### config.mk
export PLATFORM = sky130hd
export DESIGN_NAME = regfile_scoreboard_flat
export DESIGN_NICKNAME = d
export VERILOG_FILES = /design/src/rtl/regfile_scoreboard_if.sv /design/src/rtl/regfile_scoreboard.sv /design/src/flat_wrapper.sv
export SDC_FILE = /design/constraint.sdc
export NUM_CORES = 2
export LEC_CHECK = 0
export CAP_MARGIN = 20
export CELL_PAD_IN_SITES_DETAIL_PLACEMENT = 0
export CELL_PAD_IN_SITES_GLOBAL_PLACEMENT = 1
export CORE_MARGIN = 3
export CORE_UTILIZATION = 40
export CTS_BUF_LIST = sky130_fd_sc_hd__clkbuf_4
export CTS_CLUSTER_SIZE = 14
export DETAILED_ROUTE_END_ITERATION = 16
export PLACE_DENSITY_LB_ADDON = 0.15
export SETUP_SLACK_MARGIN = 0.05
export SLEW_MARGIN = 15
export SYNTH_ARGS = -nofsm -noshare
export SYNTH_HDL_FRONTEND = slang
export SYNTH_SLANG_ARGS = --single-unit
### constraint.sdc
create_clock -name clk -period 7.9 [get_ports clk]
set_clock_uncertainty 0.05 [all_clocks]
set_input_delay 1.185 -clock clk [delete_from_list [all_inputs] [get_ports clk]]
set_output_delay 1.185 -clock clk [all_outputs]
set_load 0.02 [all_outputs]
### src/rtl/regfile_scoreboard_if.sv
// rtl/regfile_scoreboard_if.sv - decode/writeback bundle for the register file scoreboard
interface regfile_scoreboard_if #(
  parameter int DATA_W = 32,
  parameter int ADDR_W = 5,
  parameter int CNT_W  = 16
);
  logic [ADDR_W-1:0] read_address1;
  logic [ADDR_W-1:0] read_address2;
  logic [DATA_W-1:0] read_data1;
  logic [DATA_W-1:0] read_data2;
  logic              read_busy1;
  logic              read_busy2;
  logic              write_en_a;
  logic [ADDR_W-1:0] write_address_a;
  logic [DATA_W-1:0] write_data_a;
  logic              write_en_b;
  logic [ADDR_W-1:0] write_address_b;
  logic [DATA_W-1:0] write_data_b;
  logic              issue_en;
  logic [ADDR_W-1:0] issue_address;
  logic [ADDR_W-1:0] debug_address;
  logic [DATA_W-1:0] debug_data;
  logic [CNT_W-1:0]  write_count;

  modport master (
    output read_address1, read_address2, write_en_a, write_address_a, write_data_a,
           write_en_b, write_address_b, write_data_b, issue_en, issue_address, debug_address,
    input  read_data1, read_data2, read_busy1, read_busy2, debug_data, write_count
  );

  modport slave (
    input  read_address1, read_address2, write_en_a, write_address_a, write_data_a,
           write_en_b, write_address_b, write_data_b, issue_en, issue_address, debug_address,
    output read_data1, read_data2, read_busy1, read_busy2, debug_data, write_count
  );
endinterface

### src/rtl/regfile_scoreboard.sv
// rtl/regfile_scoreboard.sv - 2W/2R/1-debug register file with busy scoreboard and bypass
module regfile_scoreboard #(
  parameter int DATA_W   = 32,
  parameter int ADDR_W   = 5,
  parameter int ZERO_REG = 1,
  parameter int BYPASS   = 1,
  parameter int CNT_W    = 16
) (
  input logic                 clk,
  input logic                 rst_n,
  regfile_scoreboard_if.slave bus
);
  localparam int DEPTH = 1 << ADDR_W;

  logic [DATA_W-1:0] regs_q [DEPTH];
  logic [DATA_W-1:0] regs_d [DEPTH];
  logic [DEPTH-1:0]  busy_q, busy_d;
  logic [CNT_W-1:0]  cnt_q, cnt_d;
  logic              we_a, we_b, store_a;
  logic [ADDR_W-1:0] ra [2];
  logic [DATA_W-1:0] rd [2];
  logic              rb [2];

  function automatic logic is_zero(input logic [ADDR_W-1:0] a);
    return (ZERO_REG != 0) && (a == '0);
  endfunction

  // Writes are suppressed while reset is held so reads reflect the zeroed array.
  always_comb begin
    we_a    = rst_n && bus.write_en_a && !is_zero(bus.write_address_a);
    we_b    = rst_n && bus.write_en_b && !is_zero(bus.write_address_b);
    store_a = we_a && !(we_b && (bus.write_address_a == bus.write_address_b));
  end

  always_comb begin
    regs_d = regs_q;
    busy_d = busy_q;
    if (store_a) begin
      regs_d[bus.write_address_a] = bus.write_data_a;
      busy_d[bus.write_address_a] = 1'b0;
    end
    if (we_b) begin
      regs_d[bus.write_address_b] = bus.write_data_b;
      busy_d[bus.write_address_b] = 1'b0;
    end
    // A new issue overrides a same-cycle writeback: the newer producer still owes a result.
    if (bus.issue_en && !is_zero(bus.issue_address)) begin
      busy_d[bus.issue_address] = 1'b1;
    end
    if (ZERO_REG != 0) begin
      busy_d[0] = 1'b0;
    end
    cnt_d = cnt_q + CNT_W'(store_a) + CNT_W'(we_b);
  end

  always_ff @(posedge clk or negedge rst_n) begin
    if (!rst_n) begin
      regs_q <= '{default: '0};
      busy_q <= '0;
      cnt_q  <= '0;
    end else begin
      regs_q <= regs_d;
      busy_q <= busy_d;
      cnt_q  <= cnt_d;
    end
  end

  always_comb begin
    logic hit_a;
    logic hit_b;
    logic byp;
    hit_a = 1'b0;
    hit_b = 1'b0;
    byp   = 1'b0;
    ra[0] = bus.read_address1;
    ra[1] = bus.read_address2;
    for (int p = 0; p < 2; p++) begin
      hit_a = we_a && (bus.write_address_a == ra[p]);
      hit_b = we_b && (bus.write_address_b == ra[p]);
      byp   = (BYPASS != 0) && (hit_a || hit_b);
      if (!byp) begin
        rd[p] = is_zero(ra[p]) ? '0 : regs_q[ra[p]];
      end else if (hit_b) begin
        rd[p] = bus.write_data_b;
      end else begin
        rd[p] = bus.write_data_a;
      end
      rb[p] = busy_q[ra[p]] && !byp;
    end
  end

  assign bus.read_data1  = rd[0];
  assign bus.read_data2  = rd[1];
  assign bus.read_busy1  = rb[0];
  assign bus.read_busy2  = rb[1];
  assign bus.debug_data  = is_zero(bus.debug_address) ? '0 : regs_q[bus.debug_address];
  assign bus.write_count = cnt_q;
endmodule

### src/flat_wrapper.sv
// flat-port wrapper written by rule: the top's interface ports become plain ports
module regfile_scoreboard_flat 
#(
  parameter int DATA_W   = 32,
  parameter int ADDR_W   = 5,
  parameter int ZERO_REG = 1,
  parameter int BYPASS   = 1,
  parameter int CNT_W    = 16
)
  (clk, rst_n, bus_read_address1, bus_read_address2, bus_write_en_a, bus_write_address_a, bus_write_data_a, bus_write_en_b, bus_write_address_b, bus_write_data_b, bus_issue_en, bus_issue_address, bus_debug_address, bus_read_data1, bus_read_data2, bus_read_busy1, bus_read_busy2, bus_debug_data, bus_write_count);
  regfile_scoreboard_if #(.DATA_W(DATA_W), .ADDR_W(ADDR_W), .CNT_W(CNT_W)) bus_i ();
  input logic clk;
  input logic rst_n;
  input wire logic [$bits(bus_i.read_address1)-1:0] bus_read_address1;
  input wire logic [$bits(bus_i.read_address2)-1:0] bus_read_address2;
  input wire logic [$bits(bus_i.write_en_a)-1:0] bus_write_en_a;
  input wire logic [$bits(bus_i.write_address_a)-1:0] bus_write_address_a;
  input wire logic [$bits(bus_i.write_data_a)-1:0] bus_write_data_a;
  input wire logic [$bits(bus_i.write_en_b)-1:0] bus_write_en_b;
  input wire logic [$bits(bus_i.write_address_b)-1:0] bus_write_address_b;
  input wire logic [$bits(bus_i.write_data_b)-1:0] bus_write_data_b;
  input wire logic [$bits(bus_i.issue_en)-1:0] bus_issue_en;
  input wire logic [$bits(bus_i.issue_address)-1:0] bus_issue_address;
  input wire logic [$bits(bus_i.debug_address)-1:0] bus_debug_address;
  output wire logic [$bits(bus_i.read_data1)-1:0] bus_read_data1;
  output wire logic [$bits(bus_i.read_data2)-1:0] bus_read_data2;
  output wire logic [$bits(bus_i.read_busy1)-1:0] bus_read_busy1;
  output wire logic [$bits(bus_i.read_busy2)-1:0] bus_read_busy2;
  output wire logic [$bits(bus_i.debug_data)-1:0] bus_debug_data;
  output wire logic [$bits(bus_i.write_count)-1:0] bus_write_count;
  assign bus_i.read_address1 = bus_read_address1;
  assign bus_i.read_address2 = bus_read_address2;
  assign bus_i.write_en_a = bus_write_en_a;
  assign bus_i.write_address_a = bus_write_address_a;
  assign bus_i.write_data_a = bus_write_data_a;
  assign bus_i.write_en_b = bus_write_en_b;
  assign bus_i.write_address_b = bus_write_address_b;
  assign bus_i.write_data_b = bus_write_data_b;
  assign bus_i.issue_en = bus_issue_en;
  assign bus_i.issue_address = bus_issue_address;
  assign bus_i.debug_address = bus_debug_address;
  assign bus_read_data1 = bus_i.read_data1;
  assign bus_read_data2 = bus_i.read_data2;
  assign bus_read_busy1 = bus_i.read_busy1;
  assign bus_read_busy2 = bus_i.read_busy2;
  assign bus_debug_data = bus_i.debug_data;
  assign bus_write_count = bus_i.write_count;
  regfile_scoreboard #(.DATA_W(DATA_W), .ADDR_W(ADDR_W), .ZERO_REG(ZERO_REG), .BYPASS(BYPASS), .CNT_W(CNT_W)) u_core (.clk(clk), .rst_n(rst_n), .bus(bus_i));
endmodule
==> reports/results.ini <==
[run_status]
status = complete, no violations

[drt]
wl_mm = 352.2
drcViolationCount = 0
vias = 63759
ant_nets = 0
wl_per_cell_um = 36.32
via_per_inst = 6.576
first_iter_violations = 8458
drt_first_pass_iters = 6

[setup_path]
cp.required_ns = 6.66
path_max_fanout = 60
end_kind = primary output
worst_ep_arrival_time_ns = 5.51
startpoint_type = input port
path_cells = dlygate4sd3_1, buf_8, nand2_1, a21oi_1, nand4_1, nand3_4, buf_4, a21oi_1, or3_1, clkdlybuf4s50_1
worst_path_max_delay_cell = nand3_4
max_stage_delay_ns = 0.79
cpMostUsedCell = a21oi_1
crit_type = in2out

[final_layout]
stdcell_area_um2 = 83450
syn2layout_area_growth_pct = 9.387
nets = 7087
drive_gt1_share_pct = 22.13

[clock_tree]
cts_tree = built
path_clk_slew_ns = 0.06
cts_buffers = 341
cts_sinks = 1071
cts_resized = 0
htreeDepth = 5
clockRootBuffer = clkbuf_4
clk_path_buf_depth = 4
clkLatencyLatePin_ns = 1.35

[grt]
overflow = 0
grt_pass1_vias = 61618
antenna_found_initial = 13
busiest_layer = met2
gr-usage-met3_pct = 8.048
grt_max_degree = 117
grtUsageTotal_pct = 35.16
use_met1_pct = 44.86
grt_pass1_wl_mm = 493.2
gr-usage-met2_pct = 55.23

[synthesis]
ys_types = 60
seq_area_frac_synth_pct = 35.13
async_flop_share_pct = 100.0
synth_nets = 7244
synth_area_um2 = 76280
synth_top_flop_cell = dfrtp_1
synth_seq_cells = 1071
syn_area_per_cell_um2 = 10.68
ys_warn_count = 0
synth_cells = 7142
synth_edf_count = 0

[floorplan]
coreArea_um2 = 188600
die_h_um = 442.7
rows = 159
die_w_um = 442.7
start_util_pct = 40.45
dieArea_um2 = 196000
io_pins = 213

[sta]
min_period_ns = 6.745
setup_ws_ns = 1.155
hold_viol = 0
fin_tns_setup_ns = 0
max_slew.worst_pin.slew_ns = 1.215
setup_viol = 0
maxSlewHeadroom_pct = 18.79
layout_worst_path_cycle_share_pct = 85.38
drv_slew = 0
clock.fmax_mhz = 148.3
rsz0062_at_grt = false

[placement]
globalplace.congestion = 0.8688
portBuffers = 212
dp_hpwl_mm = 198.7
post_dp_cell_area_um2 = 79460
dp_slack_ns = 1.294

[flow_run]
drv_cap = 0

[power_and_ir_drop]
power_leakage_nw = 32.69
power_density_nw_per_um2 = 234.3
ir_drop_mv = 0.1507

[worst_hold_path]
min_path_type = in2async

==> sequential cells by signal (all words and copies together), names as in the netlist <==
signal and count:
u_core.bus.write_count 16, u_core.busy_q 31, u_core.regs_q 1024
==> routing by layer <==
metal / part of all wire [%] / up-vias
li1: - / 26372
met1: 38 / 32351
met2: 46 / 4070
met3: 9.4 / 966
met4: 6.2 / 0
met5: 0 / -
==> cells by family (layout without fill, tap and decap cells) <==
family,Yosys count,in the layout,share of synthesized area [%]
other cells,0,20,0
xor+xnor,39,39,0.4921
fa+ha+maj,3,3,0.05904
mux,2129,2129,39.42
flops,1071,1071,35.13
buf+inv,955,994,5.867
simple gates,1303,1303,6.931
compound gates,1642,1642,12.09
==> Yosys cell counts (15+ instances only) <==
cell type	n	area share [%]
nand3_1	15	0.098
clkbuf_1	578	2.8
and2_1	22	0.18
buf_1	67	0.33
a21oi_1	586	3.8
mux4_2	694	20
a22oi_1	134	1.3
buf_4	94	0.93
or3_1	31	0.25
buf_6	38	0.56
a221oi_1	86	0.99
nor2_1	528	2.6
buf_2	161	1.1
mux2i_1	1370	18
nor2b_1	18	0.15
mux2_2	65	0.96
nand2_1	619	3.0
a22o_1	38	0.44
o21ai_0	420	2.8
dfrtp_1	1071	35
xor2_1	22	0.25
o21ai_1	322	2.1
==> per-stage QoR <==
stage               cells  hold WS, ns  power (mW)  utilization (%)
floorplan            7142       0.4080       11.86                -
global placement     9135       0.3438       13.75            42.13
detailed placement   9135       0.3521       13.90            42.13
CTS                  9675       0.2448       19.51            44.20
global route         9685       0.3106       20.49            44.23
finish               9696       0.3498       19.55            44.25
==> critical path: cells and delay by family <==
kind                   cells  cell delay (ns)
AO/OA/AOI/OAI              2             0.43
buffers and inverters      4             1.97
AND/OR/NAND/NOR            4             1.82
==> layout by cell type, fill, tap and decap left out, types with 22 or more instances in the layout <==
cell type and instances:
a22o_1 38, xor2_1 22, clkbuf_4 474, buf_4 213, dfrtp_1 1071, clkdlybuf4s50_1 190
o21ai_1 322, nor2_1 510, a22oi_1 134, a21oi_1 586, or3_1 31, mux4_2 694
mux2_2 65, nand2_1 610, clkinv_1 48, mux2i_1 1370, a221oi_1 86, o21ai_0 420
==> final timing paths <==
check	depth (start not counted)	to	slack (ns)	from
worst max-delay path	10	bus_read_data2[16]	1.16	rst_n
worst min-delay path	2	u_core.bus.write_count[10]	0.35	rst_n
worst max register to register	5	u_core.bus.write_count[12]	6.09	u_core.bus.write_count[0]
worst min register to register	0	u_core.regs_q[1010]	0.36	u_core.regs_q[1010]
max in group asynchronous	5	u_core.regs_q[982]	4.33	rst_n
min in group clk	0	u_core.regs_q[1010]	0.36	u_core.regs_q[1010]
==> final cells by class <==
type	instances	area, µm²
fill	17833	105200
multi-input combinational	5116	45430
sequential	1071	26800
timing repair buffer	443	4106
clock buffer	474	3558
tap	2495	3122
clock inverter	65	335.3
antenna	20	50.05
inverter	12	45.04
==> power breakdown <==
group	leakage (nW)	internal [mW]	total, mW	switching (mW)
Sequential	13.6	6.76	8.16	1.40
Combinational	16.8	3.07	5.79	2.73
Clock	2.35	2.82	5.59	2.77
Total	32.7	12.6	19.5	6.90
==> repair_timing <==
action / in CTS / in global routing
endpoints found under the setup margin: 0 / 0
buffers inserted: 0 / 0
endpoints found under the hold margin: 50 / 0
hold buffers: 1 / 0
Power figures use the tool's default switching activity.
